<file path="src/rtl/load_store_unit.sv">
// rtl/load_store_unit.sv - single-outstanding load/store unit bridging the control unit to a req/ack memory port
module load_store_unit #(
    parameter int unsigned TIMEOUT = 255
) (
    input  logic        clock,
    input  logic        reset_n,
    input  logic        start,
    input  logic [1:0]  op,
    input  logic [31:0] alu_out,
    input  logic [31:0] store_data,
    input  logic [4:0]  rd_in,
    output logic        busy,
    output logic        done,
    output logic        reg_write,
    output logic [4:0]  rd_out,
    output logic [31:0] load_data,
    output logic        misaligned,
    output logic        timeout,
    output logic        mem_req,
    output logic        mem_we,
    output logic [31:0] mem_addr,
    output logic [31:0] mem_wdata,
    output logic [3:0]  mem_be,
    input  logic        mem_ack,
    input  logic [31:0] mem_rdata
);

    typedef enum logic [1:0] {
        S_IDLE   = 2'd0,
        S_ACCESS = 2'd1,
        S_DONE   = 2'd2,
        S_ERROR  = 2'd3
    } state_t;

    localparam logic [1:0] OP_LW  = 2'b00;
    localparam logic [1:0] OP_SW  = 2'b01;
    localparam logic [1:0] OP_SB  = 2'b10;
    localparam logic [1:0] OP_RSV = 2'b11;

    // Last counter value seen in ACCESS before giving up on the ack.
    localparam logic [7:0] CNT_LAST = 8'(TIMEOUT - 1);

    state_t      state;
    state_t      state_nxt;
    logic [1:0]  op_q;
    logic [31:0] addr_q;
    logic [31:0] data_q;
    logic [7:0]  cnt;
    logic        tmo_q;

    logic accept;
    logic start_misaligned;
    logic expire;

    assign accept           = (state == S_IDLE) && start && (op != OP_RSV);
    assign start_misaligned = (op != OP_SB) && (alu_out[1:0] != 2'b00);
    assign expire           = (state == S_ACCESS) && !mem_ack && (cnt == CNT_LAST);

    // State register.
    always_ff @(posedge clock or negedge reset_n) begin
        if (!reset_n) begin
            state <= S_IDLE;
        end else begin
            state <= state_nxt;
        end
    end

    // Next-state logic; an ack on the expiry edge takes priority over the timeout.
    always_comb begin
        state_nxt = state;
        case (state)
            S_IDLE: begin
                if (accept) begin
                    state_nxt = start_misaligned ? S_ERROR : S_ACCESS;
                end
            end
            S_ACCESS: begin
                if (mem_ack) begin
                    state_nxt = S_DONE;
                end else if (cnt == CNT_LAST) begin
                    state_nxt = S_ERROR;
                end
            end
            S_DONE:  state_nxt = S_IDLE;
            S_ERROR: state_nxt = S_IDLE;
            default: state_nxt = S_IDLE;
        endcase
    end

    // Operand latches, access counter, error cause and load result.
    always_ff @(posedge clock or negedge reset_n) begin
        if (!reset_n) begin
            op_q      <= OP_LW;
            addr_q    <= '0;
            data_q    <= '0;
            rd_out    <= '0;
            cnt       <= '0;
            tmo_q     <= 1'b0;
            load_data <= '0;
        end else begin
            if (accept) begin
                op_q   <= op;
                addr_q <= alu_out;
                data_q <= store_data;
                rd_out <= rd_in;
                cnt    <= '0;
                tmo_q  <= 1'b0;
            end else if (state == S_ACCESS) begin
                cnt <= cnt + 8'd1;
            end
            if (expire) begin
                tmo_q <= 1'b1;
            end
            if ((state == S_ACCESS) && mem_ack && (op_q == OP_LW)) begin
                load_data <= mem_rdata;
            end
        end
    end

    // Status and memory-port outputs decoded from state and the latched operands.
    always_comb begin
        busy       = (state != S_IDLE);
        done       = (state == S_DONE) || (state == S_ERROR);
        reg_write  = (state == S_DONE) && (op_q == OP_LW);
        misaligned = (state == S_ERROR) && !tmo_q;
        timeout    = (state == S_ERROR) && tmo_q;
        mem_req    = 1'b0;
        mem_we     = 1'b0;
        mem_addr   = '0;
        mem_wdata  = '0;
        mem_be     = '0;
        if (state == S_ACCESS) begin
            mem_req  = 1'b1;
            mem_we   = (op_q != OP_LW);
            mem_addr = {addr_q[31:2], 2'b00};
            case (op_q)
                OP_SW: begin
                    mem_be    = 4'b1111;
                    mem_wdata = data_q;
                end
                OP_SB: begin
                    mem_be    = 4'b0001 << addr_q[1:0];
                    mem_wdata = {4{data_q[7:0]}};
                end
                default: begin
                    mem_be    = 4'b1111;
                    mem_wdata = '0;
                end
            endcase
        end
    end

endmodule

</file>
<file path="config.mk">
export PLATFORM = sky130hd
export DESIGN_NAME = load_store_unit
export DESIGN_NICKNAME = d
export VERILOG_FILES = /design/src/rtl/load_store_unit.sv
export SDC_FILE = /design/constraint.sdc
export NUM_CORES = 1
export LEC_CHECK = 0
export ABC_AREA = 1
export ABC_CLOCK_PERIOD_IN_PS = 1300
export CORE_ASPECT_RATIO = 1.5
export CORE_MARGIN = 2
export CORE_UTILIZATION = 35
export CTS_CLUSTER_DIAMETER = 120
export DETAILED_ROUTE_END_ITERATION = 8
export PLACE_DENSITY = 0.72
export SLEW_MARGIN = 20
export SYNTH_ARGS = -nofsm -noshare
export SYNTH_HDL_FRONTEND = slang
export SYNTH_SLANG_ARGS = --single-unit
</file>
<file path="constraint.sdc">
create_clock -name clock -period 1.3 [get_ports clock]
set_input_delay 0.26 -clock clock [delete_from_list [all_inputs] [get_ports clock]]
set_output_delay 0.26 -clock clock [all_outputs]
set_load 0.01 [all_outputs]
</file>
==> flow_summary.ini <==
[finish]
stdcell_area_mm2 = 0.0118
nFillCells = 838
area_growth_pct = 123
drive_above_1_share = 0.619
final_util = 0.792
fin_nets = 1097

[cts]
clk_latency_ns = 0.42
cts.sinks = 114
clk_path_buf_depth = 2
cts_buffers = 17
clk_pin_slew_ns = 0.06
cts-htree-levels = 4
cts_root_buf = clkbuf_16
cts_tree = done

[job]
drv_cap = 0

[grt]
grt_overflow = 0
grt_max_degree = 36
grt_pass1_vias = 6478
grt_pass1_wl_um = 34800
antenna_found_initial = 1
grt_usage = 0.281

[detailed_routing]
drc = 0
vias = 6042
drt-initial-drc-count = 328
ant_nets = 0
totalWireLength_um = 24800
wl_per_cell_um = 20.7
firstDrtPassIters = 4
viasPerCell = 5.04

[setup_path]
cp-start-kind = flip-flop
crit_fanout = 5
cp.required_ns = 1.04
worst-setup-path-type = reg2out
cp-end-kind = output pin
cp.arrival_ns = 1.80

[floorplan]
dieHeight_um = 155
chipWidth_um = 105
rows = 55
core_mm2 = 0.0149
io-pin-count = 219
dieArea_mm2 = 0.0162
start_util = 0.356

[synth]
synth_cell_types = 25
synth.cell_area_mm2 = 0.00531
syn_avg_cell_area_um2 = 8.17
syn_inst = 650
ys_warn_count = 0
synth_top_flop_cell = dfrtp_1
yosysSeqAreaShare = 0.537
synthTopCellsByArea = dfrtp_1, nand2_1, inv_1
yosys.area.top_type = dfrtp_1
synth_most_common_cell = nand2_1
yosys.area.top_type_share = 0.537
async_flop_share = 1.00
synth_edf_count = 0
ys_top_cells_by_count = nand2_1, dfrtp_1, inv_1
ys_ff_latch = 114

[sta]
hold_slack_ns = 0.287
fmax_mhz = 485
finalSetupViolations = 187
min_period_over_period = 1.59
worst_slew_margin_rel = 0.649
skew_ns = 0.0101
worst_pin_slew_ns = 0.521
finalHoldViolCount = 0
rsz0062_at_grt = true
post-route-min-period_ns = 2.06
setup_ws_ns = -0.764
slew_viol_final = 0

[place]
hpwl_um = 11200
port_buffers = 216
placed_area_mm2 = 0.00827
gp_congestion = 0.819

[power_and_ir_drop]
ir_worst_vdd_uv = 1110
power_density_mw_per_mm2 = 2330
leakagePower_nw = 5.55
p_total_w = 0.0275

[hold_path]
min_path_type = in2async

[outcome]
status = finished, violations left
violations = setup timing
[what timing repair did]
item | in CTS | in global routing
cloned | 31 | 4
hold buffers | 1 | 0
resized for setup | 723 | 273
buffers inserted | 58 | 26
endpoints found under the hold margin | 16 | 0
setup endpoints to repair | 224 | 215
pin swaps | 50 | 51
[cell families (layout without fill, tap and decap cells)]
family	after synthesis	after routing	share of synthesized area
flip-flops	114	114	0.537
AND/OR/NAND/NOR	302	302	0.225
adder cells (fa/ha/maj)	5	5	0.0118
other	1	3	0.000706
buffers and inverters	115	462	0.103
AO/OA/AOI/OAI	113	113	0.123
[layout make-up]
type | count | area [um2] | area share
Timing Repair Buffer | 351 | 4060 | 0.343
Multi-Input combinational cell | 422 | 3650 | 0.308
Sequential cell | 114 | 2850 | 0.241
Clock buffer | 18 | 439 | 0.0371
Inverter | 78 | 313 | 0.0264
Clock inverter | 14 | 249 | 0.0210
Tap cell | 199 | 249 | 0.0210
Timing Repair inverter | 1 | 16.3 | 0.00137
Antenna cell | 1 | 2.50 | 0.000211
[worst max-delay path, cell delays in order (launching register included)]
cell and delay [ns]:
dfrtp_1 0.39, buf_4 0.16, ha_4 0.19, buf_12 0.12
buf_16 0.14, nand2_8 0.08, a21oi_2 0.16, buf_2 0.15
[layout by cell type, fill, tap and decap left out, types with 2 or more instances in the layout]
cell,instances
o21ai_2,63
nand3_4,3
nand2_2,99
buf_4,36
nor2_1,11
nand4_1,2
clkbuf_16,21
dfrtp_1,113
buf_12,36
clkinv_8,2
inv_1,72
conb_1,2
clkinv_4,3
o21ai_1,11
ha_1,2
nor2_4,39
clkbuf_2,11
nand2_4,76
buf_6,75
nor2_2,4
clkdlybuf4s50_1,105
a21oi_4,15
bufinv_16,6
a21oi_1,3
buf_2,50
nand2_8,6
nand3_1,3
buf_16,21
buf_8,12
o21ai_4,5
ha_4,3
nand2_1,53
inv_2,3
a21oi_2,14
inv_6,5
nand3_2,2
[power breakdown]
group / total, W / leakage [nW] / switching [W] / internal, W
combinational: 0.0153 / 3.79 / 0.00765 / 0.00768
clock: 0.00551 / 0.332 / 0.00183 / 0.00368
sequential: 0.00667 / 1.43 / 0.00156 / 0.00511
[sequential cells by signal, summed over array words and instances (netlist names)]
| name | flops |
|---|---|
| op_q | 2 |
| state | 2 |
| rd_out | 5 |
| load_data | 32 |
| cnt | 8 |
| data_q | 32 |
| addr_q | 32 |
| tmo_q | 1 |
[metal layers]
metal  GRT usage  share of wire  up-vias
li1            -              -     2686
met1       0.287           0.34     2980
met2       0.519           0.55      291
met3      0.0809          0.063       85
met4       0.139          0.047        0
met5           0              0        -
[per-stage QoR]
step | setup WS, ns | TNS, ns | std cells
after global routing | -0.790 | -104.81 | 1197
after global placement | -0.607 | -55.82 | 1069
after floorplan | -0.0596 | -1.78 | 651
after detailed placement | -0.637 | -57.11 | 1069
final | -0.764 | -95.62 | 1198
after CTS | -0.665 | -82.61 | 1190
[path summary, 6_finish.rpt]
check | from | endpoint | slack (ns) | cells past startpoint
max | op_q[1]$_DFFE_PN0N_ | mem_wdata[26] | -0.76 | 7
min | reset_n | data_q[2]$_DFFE_PN0N_ | 0.29 | 2
max reg2reg | state[0]$_DFFE_PN0P_ | state[1]$_DFFE_PN0P_ | -0.60 | 11
min reg2reg | load_data[13]$_DFFE_PN0P_ | load_data[13]$_DFFE_PN0P_ | 0.48 | 2
max in group asynchronous | reset_n | data_q[29]$_DFFE_PN0N_ | 0.51 | 3
min in group clock | mem_rdata[21] | load_data[21]$_DFFE_PN0P_ | 0.38 | 3
No activity file was read; power rests on OpenSTA's default activity.
